--- src/rtl/router_pkg.sv ---
// Shared router constants, header field positions and FSM state encodings.
// Imported by the register stage, its parity accumulator and the benches.
package router_pkg;

    localparam int DEF_DATA_WIDTH = 8;

    localparam int ADDR_LSB = 0;
    localparam int ADDR_MSB = 1;
    localparam int LEN_LSB  = 2;

    localparam logic [1:0] INVALID_ADDR = 2'b11;

    typedef enum logic [2:0] {
        DECODE_ADDRESS     = 3'd0,
        LOAD_FIRST_DATA    = 3'd1,
        LOAD_DATA          = 3'd2,
        LOAD_PARITY        = 3'd3,
        FIFO_FULL_STATE    = 3'd4,
        LOAD_AFTER_FULL    = 3'd5,
        WAIT_TILL_EMPTY    = 3'd6,
        CHECK_PARITY_ERROR = 3'd7
    } router_state_e;

    function automatic logic is_valid_addr(input logic [1:0] addr);
        return addr != INVALID_ADDR;
    endfunction

endpackage

--- src/rtl/router_parity_acc.sv ---
// Running parity, received parity, parity_done and one-shot err evaluation.
// err is judged once per packet, the edge after parity_done first rises.
module router_parity_acc
    import router_pkg::*;
#(
    parameter int DATA_WIDTH = DEF_DATA_WIDTH
) (
    input  logic                  clk,
    input  logic                  rst,
    input  logic [DATA_WIDTH-1:0] data_in,
    input  logic [DATA_WIDTH-1:0] header,
    input  logic                  pkt_valid,
    input  logic                  fifo_full,
    input  logic                  detect_add,
    input  logic                  lfd_state,
    input  logic                  ld_state,
    input  logic                  laf_state,
    input  logic                  low_pkt_valid,
    output logic                  parity_done,
    output logic                  err
);

    logic [DATA_WIDTH-1:0] int_parity_q, int_parity_d;
    logic [DATA_WIDTH-1:0] pkt_parity_q, pkt_parity_d;
    logic                  done_q, done_d;
    logic                  eval_q, eval_d;
    logic                  err_q, err_d;
    logic                  eval_now;

    assign eval_now = done_q && !eval_q;

    // Next-state for parity accumulation, completion and error flag.
    always_comb begin
        int_parity_d = int_parity_q;
        pkt_parity_d = pkt_parity_q;
        done_d       = done_q;
        eval_d       = eval_q;
        err_d        = err_q;

        if (detect_add) begin
            int_parity_d = '0;
            pkt_parity_d = '0;
        end else if (lfd_state) begin
            int_parity_d = int_parity_q ^ header;
        end else if (ld_state) begin
            if (pkt_valid) begin
                int_parity_d = int_parity_q ^ data_in;
            end else begin
                pkt_parity_d = data_in;
            end
        end

        if (ld_state && !pkt_valid && !fifo_full) begin
            done_d = 1'b1;
        end else if (laf_state && low_pkt_valid && !done_q) begin
            done_d = 1'b1;
        end else if (detect_add) begin
            done_d = 1'b0;
        end

        if (detect_add) begin
            eval_d = 1'b0;
        end else if (eval_now) begin
            eval_d = 1'b1;
        end

        if (detect_add && pkt_valid) begin
            err_d = 1'b0;
        end else if (eval_now) begin
            err_d = (int_parity_q != pkt_parity_q);
        end
    end

    // Parity state registers, cleared asynchronously.
    always_ff @(posedge clk or negedge rst) begin
        if (!rst) begin
            int_parity_q <= '0;
            pkt_parity_q <= '0;
            done_q       <= 1'b0;
            eval_q       <= 1'b0;
            err_q        <= 1'b0;
        end else begin
            int_parity_q <= int_parity_d;
            pkt_parity_q <= pkt_parity_d;
            done_q       <= done_d;
            eval_q       <= eval_d;
            err_q        <= err_d;
        end
    end

    assign parity_done = done_q;
    assign err         = err_q;

endmodule

--- src/rtl/router_reg.sv ---
// Router datapath register: header latch, FIFO write byte and stall hold.
// Bytes stalled by a full FIFO are parked in hold_q and replayed once.
module router_reg
    import router_pkg::*;
#(
    parameter int DATA_WIDTH = DEF_DATA_WIDTH
) (
    input  logic                  clk,
    input  logic                  rst,
    input  logic [DATA_WIDTH-1:0] data_in,
    input  logic                  pkt_valid,
    input  logic                  fifo_full,
    input  logic                  detect_add,
    input  logic                  lfd_state,
    input  logic                  ld_state,
    input  logic                  laf_state,
    input  logic                  full_state,
    input  logic                  rst_int_reg,
    output logic [DATA_WIDTH-1:0] dout,
    output logic                  parity_done,
    output logic                  low_pkt_valid,
    output logic                  err
);

    logic [DATA_WIDTH-1:0] header_q, header_d;
    logic [DATA_WIDTH-1:0] hold_q, hold_d;
    logic [DATA_WIDTH-1:0] dout_q, dout_d;
    logic                  lpv_q, lpv_d;
    logic                  hdr_ok;

    assign hdr_ok = is_valid_addr(data_in[ADDR_MSB:ADDR_LSB]);

    // Next-state for header, hold byte, output byte and low_pkt_valid.
    always_comb begin
        header_d = header_q;
        hold_d   = hold_q;
        dout_d   = dout_q;
        lpv_d    = lpv_q;

        if (detect_add && pkt_valid && hdr_ok) begin
            header_d = data_in;
        end

        if (lfd_state) begin
            dout_d = header_q;
        end else if (ld_state && !fifo_full) begin
            dout_d = data_in;
        end else if (ld_state && fifo_full) begin
            hold_d = data_in;
        end else if (laf_state) begin
            dout_d = hold_q;
        end else if (full_state) begin
            dout_d = dout_q;
        end

        if (ld_state && !pkt_valid) begin
            lpv_d = 1'b1;
        end else if (rst_int_reg || detect_add) begin
            lpv_d = 1'b0;
        end
    end

    // Datapath registers, cleared asynchronously.
    always_ff @(posedge clk or negedge rst) begin
        if (!rst) begin
            header_q <= '0;
            hold_q   <= '0;
            dout_q   <= '0;
            lpv_q    <= 1'b0;
        end else begin
            header_q <= header_d;
            hold_q   <= hold_d;
            dout_q   <= dout_d;
            lpv_q    <= lpv_d;
        end
    end

    router_parity_acc #(
        .DATA_WIDTH(DATA_WIDTH)
    ) u_parity (
        .clk          (clk),
        .rst          (rst),
        .data_in      (data_in),
        .header       (header_q),
        .pkt_valid    (pkt_valid),
        .fifo_full    (fifo_full),
        .detect_add   (detect_add),
        .lfd_state    (lfd_state),
        .ld_state     (ld_state),
        .laf_state    (laf_state),
        .low_pkt_valid(lpv_q),
        .parity_done  (parity_done),
        .err          (err)
    );

    assign dout          = dout_q;
    assign low_pkt_valid = lpv_q;

endmodule

--- config.mk ---
export PLATFORM = sky130hd
export DESIGN_NAME = router_reg
export DESIGN_NICKNAME = d
export VERILOG_FILES = /design/src/rtl/router_pkg.sv /design/src/rtl/router_parity_acc.sv /design/src/rtl/router_reg.sv
export SDC_FILE = /design/constraint.sdc
export NUM_CORES = 1
export LEC_CHECK = 0
export ABC_AREA = 1
export CAP_MARGIN = 20
export CORE_UTILIZATION = 55
export DETAILED_ROUTE_END_ITERATION = 6
export GPL_ROUTABILITY_DRIVEN = 0
export GPL_TIMING_DRIVEN = 0
export PLACE_DENSITY_LB_ADDON = 0.1
export SLEW_MARGIN = 0
export SYNTH_ARGS = -nofsm -noshare
export SYNTH_HDL_FRONTEND = slang
export SYNTH_SLANG_ARGS = --single-unit
export TNS_END_PERCENT = 30
--- constraint.sdc ---
create_clock -name clk -period 2.45 [get_ports clk]
set_input_delay 0.735 -clock clk [delete_from_list [all_inputs] [get_ports clk]]
set_output_delay 0.735 -clock clk [all_outputs]
set_load 0.01 [all_outputs]
## Yosys cells after proc, flatten, opt, wreduce, memory -nomap -nowiden

Index checks and enable logic that the tools add are counted.

| word-level totals | value |
|---|---|
| bits in latches | 0 |
| flip-flop bits (word level) | 44 |
| input bits | 18 |
| logic and storage cells | 65 |
| output and inout port bits | 11 |
| memories kept | 0 |
| bits in read-only memories | 0 |
| memory bits (writable) | 0 |

| operators by class | value |
|---|---|
| $mul | 0 |
| shift operators | 0 |
| bitwise gates (word level) | 4 |
| reductions and logical operators | 26 |
| add/sub/neg operators | 0 |
| eq/ne operators | 5 |
| mux-type cells | 21 |
| magnitude comparators | 0 |
| divide/modulo/power cells | 0 |

Operators with widths:

| cell | count |
|---|---|
| 2-to-1 mux 8 bit | 12 |
| XOR 8 bit | 2 |
| nonzero test 3 bit | 4 |
| logical AND 1 bit | 9 |
| 2-to-1 mux 1 bit | 9 |
| inequality test 8 bit | 1 |
| nonzero test 2 bit | 4 |
| AND reduction 3 bit | 2 |
| logical NOT 1 bit | 4 |
| inequality test 2 bit (second input constant) | 2 |
| AND reduction 2 bit | 2 |
| inequality test 3 bit (second input constant) | 1 |
| inequality test 2 x 1 -> 1 bit (second input constant) | 1 |
| NOT 1 bit | 2 |
| logical OR 1 bit | 1 |

## Depth between registers and ports, before layout

| depth | value |
|---|---|
| depth after elaboration | 5 |
| mapped depth | 8 |
| depth with buffers taken out | 8 |

## Cells and area by module

Synthesis repeated with hierarchy kept, for this count alone.

| unflattened totals | value |
|---|---|
| cell total of the unflattened synthesis | 292 |
| area total of the unflattened synthesis | 2257.2 µm² |

By module, submodules not included:

| module | times used | area an instance (µm²) | cells each | seq. area each (µm²) |
|---|---|---|---|---|
| router_reg | 1 | 1173.6 | 148 | 625.6 |
| router_parity_acc | 1 | 1083.5 | 144 | 475.5 |

## Least setup slack after synthesis

No wires, ideal clock.

| timing | value |
|---|---|
| path kind | input -> register |
| from | input port lfd_state |
| to | register u_parity.int_parity_q[5] |
| library setup time | 119 ps |
| path buffers | 2 |
| setup slack | 898 ps |
| data required time | 2331 ps |
| data arrival time | 1433 ps |
| stages on the path | 6 |
| cell sequence | buf_2 > buf_2 > nor2_1 > nand2_1 > a21oi_1 > nor2_1 |

| on the way | value |
|---|---|
| longest elaborated chain between the ends | 2 |
| elaborated cells on any way between the ends | 5 |
| those cells by class | mux: 2; reduce/logical: 3 |

RTL lines:

| element | RTL line | RTL |
|---|---|---|
| from (decl) | router_reg.sv:14 | `input logic lfd_state,` |
| nonzero test 3 bit (no line) / 2-to-1 mux 8 bit (equally long branches) | -- |  |
| AND reduction 2 bit (no line) / 2-to-1 mux 8 bit (equally long branches) | -- |  |
| to (signal assigned) | router_parity_acc.sv:83 | `int_parity_q <= int_parity_d;` |
| to (decl) | router_parity_acc.sv:23 | `logic [DATA_WIDTH-1:0] int_parity_q, int_parity_d;` |

Parallel ways exist; a longest one is shown, timed or not.
A chain may end at the register's enable or synchronous reset.

## Worst setup path after layout

| timing | value |
|---|---|
| from | input port ld_state |
| to | register u_parity.pkt_parity_q[0] |

| on the way | value |
|---|---|
| longest elaborated chain between the ends | 2 |

RTL lines:

| element | RTL line | RTL |
|---|---|---|
| from (decl) | router_reg.sv:15 | `input logic ld_state,` |
| nonzero test 2 bit (no line) | -- |  |
| AND reduction 3 bit (no line) | -- |  |
| to (signal assigned) | router_parity_acc.sv:84 | `pkt_parity_q <= pkt_parity_d;` |
| to (decl) | router_parity_acc.sv:24 | `logic [DATA_WIDTH-1:0] pkt_parity_q, pkt_parity_d;` |

Every way passes these cells.

==> flow_metrics.env <==
export IMPL_grt_setup_unrepaired="no"
export IMPL_synth_largest_area_cell="dfrtp_1"
export IMPL_cts_made_buffers=5
export IMPL_buffer_ports_inserted=26
export IMPL_cp_arrival_ns=2.14
export IMPL_fraction_of_layout_cells_with_a_size_suffix_above_1_pct=7.668
export IMPL_cp_common_cell="inv_2"
export IMPL_syn_area_sq_um=2115
export IMPL_clock_h_tree_levels=2
export IMPL_finalWirelength_microns=4642
export IMPL_layout_common_cells="93 x nand2_1, 44 x dfrtp_1, 29 x nor2_1, 29 x o21ai_1, 27 x inv_1"
export IMPL_grt_max_degree=30
export IMPL_cts_resized=0
export IMPL_clkSlewWorstSetupHoldPaths_ns=0.08
export IMPL_ys_warnings_count=0
export IMPL_synthesis_area_per_instance_sq_um=7.606
export IMPL_die_area_sq_um=4097
export IMPL_min_period_ns=1.964
export IMPL_cts_sink_count=44
export IMPL_report_final_setup_viol=0
export IMPL_slowest_delay_ns=0.53
export IMPL_clock_insertion_delay_worst_skew_ns=0.30
export IMPL_ys_top_cells_by_area="dfrtp_1 52%, nand2_1 17%, o21ai_1 6.9%, nand3_1 5.9%, nor2_1 5.1%"
export IMPL_drtAntennaViolNets=0
export IMPL_cts_path_max_buffers=2
export IMPL_worstHoldPathType="in -> async"
export IMPL_drt_pre_antenna_iters=4
export IMPL_grt_total_usage_pct=27.29
export IMPL_cp_slowest_cell="clkdlybuf4s50_1"
export IMPL_worstPathCellList="clkdlybuf4s50_1, inv_2, nor2_4, inv_2, o21ai_2, o21ai_1"
export IMPL_timing_critical_path_fanout_max=9
export IMPL_fp_coreArea_sq_um=3661
export IMPL_via_count=1853
export IMPL_synth_seq_area_share_pct=52.07
export IMPL_static_leakage_power_nw=1.257
export IMPL_synthesized_net_count=296
export IMPL_antenna_found_initial=0
export IMPL_start_kind="input pin"
export IMPL_global_route_wire_length_before_repair_microns=8355
export IMPL_final_net_count=330
export IMPL_overflow=0
export IMPL_postSynthRegisterBits=44
export IMPL_worst_hold_slack_ns=0.3444
export IMPL_synth_top_area_share_pct=52.07
export IMPL_post_place_cells=353
export IMPL_drc_errors=0
export IMPL_num_fill_cells=333
export IMPL_die_width_microns=64.01
export IMPL_cts_hold_repair_buffers=0
export IMPL_timing_clock_skew_ns=0.002831
export IMPL_antennaDiodeCount=0
export IMPL_dp_hpwl_microns=3442
export IMPL_dpl_worst_slack_ns=0.1865
export IMPL_worstSetupEndpointType="flip-flop"
export IMPL_slew_limit_headroom_pct=70.79
export IMPL_cts_root_buf="clkbuf_8"
export IMPL_initial_utilization_pct=57.76
export IMPL_most_common_cell_after_layout_fill_and_taps_aside="nand2_1"
export IMPL_clock_tree_from_tritoncts="done"
export IMPL_syn2layout_area_growth_pct=20.12
export IMPL_final_max_slew_viol_count=0
export IMPL_rows=22
export IMPL_achievable_frequency_mhz=509.1
export IMPL_wire_per_inst_microns=12.86
export IMPL_boundaryPins=29
export IMPL_number_of_global_route_vias_before_repair=1867
export IMPL_worst_ep_required_time_ns=2.63
export IMPL_post_route_period_util_pct=80.17
export IMPL_ir_drop_mv=0.3827
export IMPL_drt_iter0_drc=153
export IMPL_die_h_microns=64.01
export IMPL_drt_vias_per_instance=5.133
export IMPL_worstSetupPathType="in -> reg"
export IMPL_power_density_nw_per_um2=676.6
export IMPL_syn_inst=278
export IMPL_max_cap_violations=0
export IMPL_post_synth_num_cell_types=15
export IMPL_cts_setup_buffers=0
export IMPL_layout_setup_ws_ns=0.4858
export IMPL_timing_final_hold_violations=0
export IMPL_post_layout_nonfiller_instances=361
export IMPL_outcome="finished, final reports clean"
export IMPL_timing_worst_slew_pin_value_ns=0.4380
==> stage by stage <==
step                      cell area [sq um]  util (%)  total power (W)  setup TNS, ns
after CTS                              2540     69.38         0.001727              0
after global placement                 2435     66.51         0.001246         -23.99
final                                  2540     69.38         0.001719              0
after floorplan                        2115         -         0.001096              0
after detailed placement               2450     66.92         0.001260              0
after global routing                   2540     69.38         0.001813              0
==> flip-flops by register name (all words and copies together), names as in the netlist <==
register and cells:
hold_q 8, low_pkt_valid 1, u_parity.pkt_parity_q 8, u_parity.parity_done 1, header_q 8, u_parity.eval_q 1, dout 8, u_parity.int_parity_q 8
u_parity.err 1
==> critical path, delay by kind of cell <==
kind,cells,cell delay (ns)
buffers and inverters,3,0.70
AND/OR/NAND/NOR,1,0.23
AO/OA/AOI/OAI,2,0.48
==> cell families (layout without fill, tap and decap cells) <==
| kind of cell | Yosys count | count (layout) | share of synthesized area (%) |
|---|---|---|---|
| flip-flops | 44 | 44 | 52.07 |
| AND/OR/NAND/NOR | 150 | 150 | 29.11 |
| buffers and inverters | 39 | 74 | 7.337 |
| XOR/XNOR | 3 | 3 | 1.243 |
| AO/OA/AOI/OAI | 42 | 42 | 10.24 |
==> cells in the mapped netlist <==
| cell | instances |
|---|---|
| nand3_2 | 1 |
| nand3_1 | 25 |
| dfrtp_1 | 44 |
| o21ai_1 | 29 |
| inv_2 | 5 |
| buf_2 | 7 |
| nor2_1 | 29 |
| o211ai_1 | 1 |
| a21oi_1 | 9 |
| nor2_4 | 2 |
| inv_1 | 27 |
| xnor2_1 | 3 |
| nand2_1 | 93 |
| o21ai_2 | 1 |
| o21ai_0 | 2 |
==> report_power, final <==
group / switching (W) / internal, W / leakage, nW
clock network: 0.000244 / 0.000230 / 0.0455
registers: 0.0000505 / 0.000820 / 0.563
logic: 0.000207 / 0.000167 / 0.649
total: 0.000501 / 0.00122 / 1.26
==> routing by layer <==
| metal | global-route usage, % | share of wire, % |
|---|---|---|
| met1 | 36.02 | 47 |
| met2 | 43.48 | 45 |
| met3 | 5.536 | 5.5 |
| met4 | 11.65 | 2.5 |
| met5 | 0 | 0 |
==> final timing paths <==
kind / start / to / slack, ns / depth (start not counted)
worst max-delay path: ld_state / u_parity.pkt_parity_q[0]$_DFFE_PN0P_ / 0.49 / 6
worst min-delay path: rst / u_parity.pkt_parity_q[4]$_DFFE_PN0P_ / 0.34 / 1
worst max register to register: u_parity.parity_done$_DFFE_PN0P_ / u_parity.err$_DFFE_PN0P_ / 1.33 / 7
worst min register to register: u_parity.eval_q$_DFFE_PN0P_ / u_parity.eval_q$_DFFE_PN0P_ / 0.48 / 2
max in group asynchronous: rst / header_q[6]$_DFFE_PN0P_ / 1.62 / 2
min in group clk: u_parity.eval_q$_DFFE_PN0P_ / u_parity.eval_q$_DFFE_PN0P_ / 0.48 / 2
==> layout make-up <==
cell class                 instances  area (sq um)  area share (%)
clock buffer                       8         90.09           3.547
tap                               48         60.06           2.365
buffer                             7         35.03           1.379
sequential                        44          1101           43.35
multi-input combinational        195         858.3           33.79
timing repair buffer              27         275.3           10.84
inverter                          32         120.1           4.729
Note: power is estimated with default switching activity, not from simulation.
